File: config.mk
export PLATFORM = sky130hd
export DESIGN_NAME = axis_stream_arbiter
export DESIGN_NICKNAME = d
export VERILOG_FILES = /design/src/rtl/axis_stream_arbiter.sv
export SDC_FILE = /design/constraint.sdc
export NUM_CORES = 1
export LEC_CHECK = 0
export CORE_MARGIN = 5
export CORE_UTILIZATION = 39
export CTS_CLUSTER_DIAMETER = 80
export DETAILED_ROUTE_END_ITERATION = 8
export PLACE_DENSITY = 0.81
export SETUP_SLACK_MARGIN = 0.4
export SLEW_MARGIN = 10
export SYNTH_ARGS = -nofsm -noshare
export SYNTH_HDL_FRONTEND = slang
export SYNTH_SLANG_ARGS = --single-unit
File: constraint.sdc
create_clock -name axis_aclk -period 2.9 [get_ports axis_aclk]
set_input_delay 0.58 -clock axis_aclk [delete_from_list [all_inputs] [get_ports axis_aclk]]
set_output_delay 0.58 -clock axis_aclk [all_outputs]
set_load 0.1 [all_outputs]
File: src/rtl/axis_stream_arbiter.sv
// Two-input AXI-Stream packet arbiter: round-robin at packet granularity onto one master port.
// Per-port packet counters and a sticky overrun flag for packets cut short at MAX_BEATS.
module axis_stream_arbiter #(
    parameter int DATA_SIZE = 32,
    parameter int MAX_BEATS = 256,
    parameter int CNT_WIDTH = 16
) (
    input  logic                     axis_aclk,
    input  logic                     axis_aresetn,
    input  logic                     arb_enable,
    input  logic [DATA_SIZE-1:0]     s00_axis_tdata,
    input  logic [DATA_SIZE/8-1:0]   s00_axis_tstrb,
    input  logic                     s00_axis_tvalid,
    input  logic                     s00_axis_tlast,
    output logic                     s00_axis_tready,
    input  logic [DATA_SIZE-1:0]     s01_axis_tdata,
    input  logic [DATA_SIZE/8-1:0]   s01_axis_tstrb,
    input  logic                     s01_axis_tvalid,
    input  logic                     s01_axis_tlast,
    output logic                     s01_axis_tready,
    output logic [DATA_SIZE-1:0]     m00_axis_tdata,
    output logic [DATA_SIZE/8-1:0]   m00_axis_tstrb,
    output logic                     m00_axis_tvalid,
    output logic                     m00_axis_tlast,
    input  logic                     m00_axis_tready,
    output logic [1:0]               grant,
    output logic                     busy,
    output logic [CNT_WIDTH-1:0]     pkt_count0,
    output logic [CNT_WIDTH-1:0]     pkt_count1,
    output logic                     overrun
);

    localparam int BW = (MAX_BEATS > 1) ? $clog2(MAX_BEATS) : 1;
    localparam logic [BW-1:0] LAST_BEAT = BW'(MAX_BEATS - 1);

    typedef enum logic [1:0] {
        IDLE   = 2'd0,
        GRANT0 = 2'd1,
        GRANT1 = 2'd2
    } state_t;

    state_t               state, state_nxt;
    logic                 last_grant, last_grant_nxt;
    logic [BW-1:0]        beat_cnt, beat_cnt_nxt;
    logic [CNT_WIDTH-1:0] pkt_count0_nxt, pkt_count1_nxt;
    logic                 overrun_nxt;
    logic                 sel, src_vld, src_last, eop;

    always_ff @(posedge axis_aclk or negedge axis_aresetn) begin
        if (!axis_aresetn) begin
            state      <= IDLE;
            last_grant <= 1'b1;
            beat_cnt   <= '0;
            pkt_count0 <= '0;
            pkt_count1 <= '0;
            overrun    <= 1'b0;
        end else begin
            state      <= state_nxt;
            last_grant <= last_grant_nxt;
            beat_cnt   <= beat_cnt_nxt;
            pkt_count0 <= pkt_count0_nxt;
            pkt_count1 <= pkt_count1_nxt;
            overrun    <= overrun_nxt;
        end
    end

    assign grant = {state == GRANT1, state == GRANT0};
    assign busy  = (state != IDLE);

    always_comb begin
        state_nxt       = state;
        last_grant_nxt  = last_grant;
        beat_cnt_nxt    = beat_cnt;
        pkt_count0_nxt  = pkt_count0;
        pkt_count1_nxt  = pkt_count1;
        overrun_nxt     = overrun;
        m00_axis_tdata  = '0;
        m00_axis_tstrb  = '0;
        m00_axis_tvalid = 1'b0;
        m00_axis_tlast  = 1'b0;
        s00_axis_tready = 1'b0;
        s01_axis_tready = 1'b0;
        sel             = (state == GRANT1);
        src_vld         = 1'b0;
        src_last        = 1'b0;
        eop             = 1'b0;

        case (state)
            IDLE: begin
                // Tie-break toward the port that did not own the last packet.
                if (arb_enable && (s00_axis_tvalid || s01_axis_tvalid)) begin
                    if (s00_axis_tvalid && s01_axis_tvalid)
                        state_nxt = last_grant ? GRANT0 : GRANT1;
                    else
                        state_nxt = s00_axis_tvalid ? GRANT0 : GRANT1;
                end
            end
            GRANT0, GRANT1: begin
                src_vld         = sel ? s01_axis_tvalid : s00_axis_tvalid;
                src_last        = sel ? s01_axis_tlast  : s00_axis_tlast;
                eop             = src_last || (beat_cnt == LAST_BEAT);
                m00_axis_tdata  = sel ? s01_axis_tdata : s00_axis_tdata;
                m00_axis_tstrb  = sel ? s01_axis_tstrb : s00_axis_tstrb;
                m00_axis_tvalid = src_vld;
                m00_axis_tlast  = eop;
                s00_axis_tready = !sel && m00_axis_tready;
                s01_axis_tready = sel && m00_axis_tready;
                if (src_vld && m00_axis_tready) begin
                    if (eop) begin
                        state_nxt      = IDLE;
                        last_grant_nxt = sel;
                        beat_cnt_nxt   = '0;
                        if (sel) pkt_count1_nxt = pkt_count1 + CNT_WIDTH'(1);
                        else     pkt_count0_nxt = pkt_count0 + CNT_WIDTH'(1);
                        // A cut made by the beat limit rather than the source is sticky.
                        if (!src_last) overrun_nxt = 1'b1;
                    end else begin
                        beat_cnt_nxt = beat_cnt + BW'(1);
                    end
                end
            end
            default: state_nxt = IDLE;
        endcase
    end

endmodule

==> impl_metrics.py <==
metrics = {
    "die": {
        "ios": 156,
        "die-area_mm2": 0.00899,
        "coreArea_mm2": 0.00714,
        "rows": 31,
        "chipWidth_um": 94.8,
        "die_h_um": 94.8,
        "initial_utilization_pct": 39.3,
    },
    "setup_path": {
        "cp_num_buf_inv": 2,
        "required_ps": 2320,
        "worstPathCellList": "inv_2 > ha_4 > mux2_4 > o21bai_4 > and2_4 > buf_12",
        "cp_top_family": "flip-flops",
        "startpoint_type": "flop",
        "critical_path_class": "flop to output port",
        "slowest_stage": "dfrtp_1",
        "slowest_delay_ps": 400,
        "r2r_cells": 8,
        "worstReg2RegEnd": "pkt_count0[8]",
        "end_kind": "output port",
        "cp_max_fo": 5,
        "r2r_start": "state[0]",
        "r2r_slack_ps": 680,
        "arrival_ps": 1870,
    },
    "synth": {
        "synth_cell_types": 40,
        "syn_inst": 277,
        "yosysSeqAreaShare_pct": 39.3,
        "synth.ff_latch_count": 44,
        "yosysWarningCount": 0,
        "async_flop_share_pct": 100,
        "synth_nets": 364,
        "synth_enable_flop_cells": 0,
        "synth_ff_type": "dfrtp_1",
        "syn-mean-instance-area_um2": 10.1,
        "netlist_area_mm2": 0.00280,
    },
    "layout": {
        "final_cell_mix": "78 x clkdlybuf4s50_1, 43 x dfrtp_1, 42 x buf_12, 39 x buf_4, 32 x mux2i_1",
        "area_delta_synth_final_pct": 86.9,
        "design_area_mm2": 0.00524,
        "layout_commonest_cell": "clkdlybuf4s50_1",
        "fill_cells": 504,
        "layout.cells.non_filler": 535,
        "diodes": 0,
        "drive_gt1_share_pct": 35.1,
        "final_core_util_pct": 73.4,
        "nNetsFinal": 522,
    },
    "timing": {
        "hold_violations": 0,
        "slew_headroom_pct": 36.7,
        "worst_pin_slew_ps": 950,
        "fin_ws_ps": 451,
        "skew_ps": 3.66,
        "post-route-period-util_pct": 84.4,
        "whs_ps": 429,
        "max_freq_ghz": 0.408,
        "grt_setup_unrepaired": "yes",
        "period_needed_ps": 2450,
        "setup_tns_ps": 0,
        "maxSlewViolCount": 0,
        "finalSetupViolations": 0,
    },
    "clock_network": {
        "path_clk_slew_ps": 80,
        "cts.sinks": 44,
        "clock_latency_ps": 290,
        "clock-root-buffer": "clkbuf_8",
        "holdBufCountCts": 0,
        "htreeDepth": 2,
        "cts_tree": "yes",
        "clk_path_buf_depth": 2,
        "cts_made_buffers": 5,
    },
    "placed_design": {
        "dp_cells": 522,
        "gp_congestion": 0.804,
        "dpl.hpwl_mm": 7.05,
        "place.port_buffers": 155,
        "dp_slack_ps": 366,
        "place_area_mm2": 0.00501,
    },
    "route": {
        "drtAntennaViolNets": 0,
        "firstDrtPassIters": 4,
        "drtIter0Drc": 97,
        "dr_total_vias": 2627,
        "drc_errors": 0,
        "via_per_inst": 4.91,
        "wirelength_mm": 8.87,
        "post_drt_wl_per_cell_um": 16.6,
    },
    "global_route": {
        "grt_usage_pct": 19.3,
        "grt_pass1_wl_mm": 13.4,
        "grt_max_degree": 46,
        "met1_usage_pct": 20.1,
        "use_met3_pct": 12.5,
        "first_global_vias": 2744,
        "top_usage_layer": "met2",
        "grtUsageMet2_pct": 32.6,
        "antenna_found_initial": 0,
        "overflow": 0,
    },
    "pwr": {
        "power_density_mw_per_mm2": 1330,
        "leakage_nw": 2.34,
        "finalPower_mw": 6.95,
        "ir_drop_mv": 1.23,
    },
    "worst_hold_path": {
        "hold_class": "input port to async pin",
    },
    "job": {
        "cap_violations": 0,
    },
    "outcome": {
        "outcome": "completed",
    },
}
==> report_power, final <==
part           internal [mW]  switching (mW)
clock network          0.256           0.206
registers              0.691          0.0809
logic                   2.15            3.57
total                   3.10            3.86
==> Yosys cell counts, types with 2 or more instances <==
cell type   n  area, µm²
ha_1        7       87.6
or3_1       2       12.5
mux2_1      2       22.5
buf_4       2       15.0
xnor2_1    24        210
and4_1      5       43.8
and3_1      8       50.1
nand3_1    17       85.1
nand4_1     6       37.5
nand2_1    20       75.1
dfrtp_1    43       1080
clkbuf_1    7       26.3
mux2_2      2       22.5
nor2_1     13       48.8
a21oi_1     2       10.0
nor2b_1    36        225
o21ai_0     4       20.0
nor3_1      2       10.0
mux2i_1    38        380
xor2_1     10       87.6
nor3_4      2       32.5
inv_1       4       15.0
and2_1      4       25.0
==> logic make-up (layout without fill, tap and decap cells) <==
logic type	count (synthesis)	count (layout)	share of synthesized area, %
simple gates	122	122	25.6
flops	44	44	39.3
mux	43	43	15.7
xor+xnor	34	34	10.6
buf+inv	15	174	2.59
compound gates	12	12	3.08
fa+ha+maj	7	7	3.12
==> worst register-to-register path, delay by kind of cell, from the launching register on <==
family        cells  cell delay [ps]
buf+inv           2              230
xor+xnor          1              140
simple gates      4             1030
fa+ha+maj         1              350
flops             1              380
==> metal layers <==
| layer | vias up | share of wire, % |
|---|---|---|
| li1 | 1269 | - |
| met1 | 1237 | 34 |
| met3 | 12 | 14 |
| met4 | 0 | 1.2 |
| met5 | - | 0 |
| met2 | 109 | 50 |
==> worst max path at each step <==
stage	from	to	slack, ps	cells past startpoint
final	state[0]	m00_axis_tlast	450	6
after CTS	state[1]	m00_axis_tdata[2]	360	5
after global placement	s00_axis_tlast	m00_axis_tlast	390	5
after floorplan	state[0]	m00_axis_tdata[10]	340	6
after global routing	state[0]	m00_axis_tdata[3]	390	6
after detailed placement	s00_axis_tlast	m00_axis_tlast	370	5
==> repair_timing <==
| item | CTS | global route |
|---|---|---|
| setup buffers | 0 | 4 |
| resized for setup | 6 | 8 |
| gates cloned | 0 | 1 |
| endpoints found under the setup margin | 39 | 39 |
| pin swaps | 0 | 1 |
==> sequential cells by signal, indices dropped and copies added (netlist names) <==
register	count
pkt_count1	16
last_grant	1
overrun	1
pkt_count0	16
state	2
beat_cnt	8
==> layout make-up <==
cell class / count / area (µm²) / area share, %
clock buffers: 6 / 72.6 / 1.38
clock inverters: 2 / 35.0 / 0.668
well taps: 99 / 124 / 2.36
inverters: 4 / 15.0 / 0.286
flip-flops and latches: 44 / 1100 / 21.0
multi-input cells: 218 / 1920 / 36.6
repair buffers: 162 / 1970 / 37.6
(Power assumes the default switching activity.)
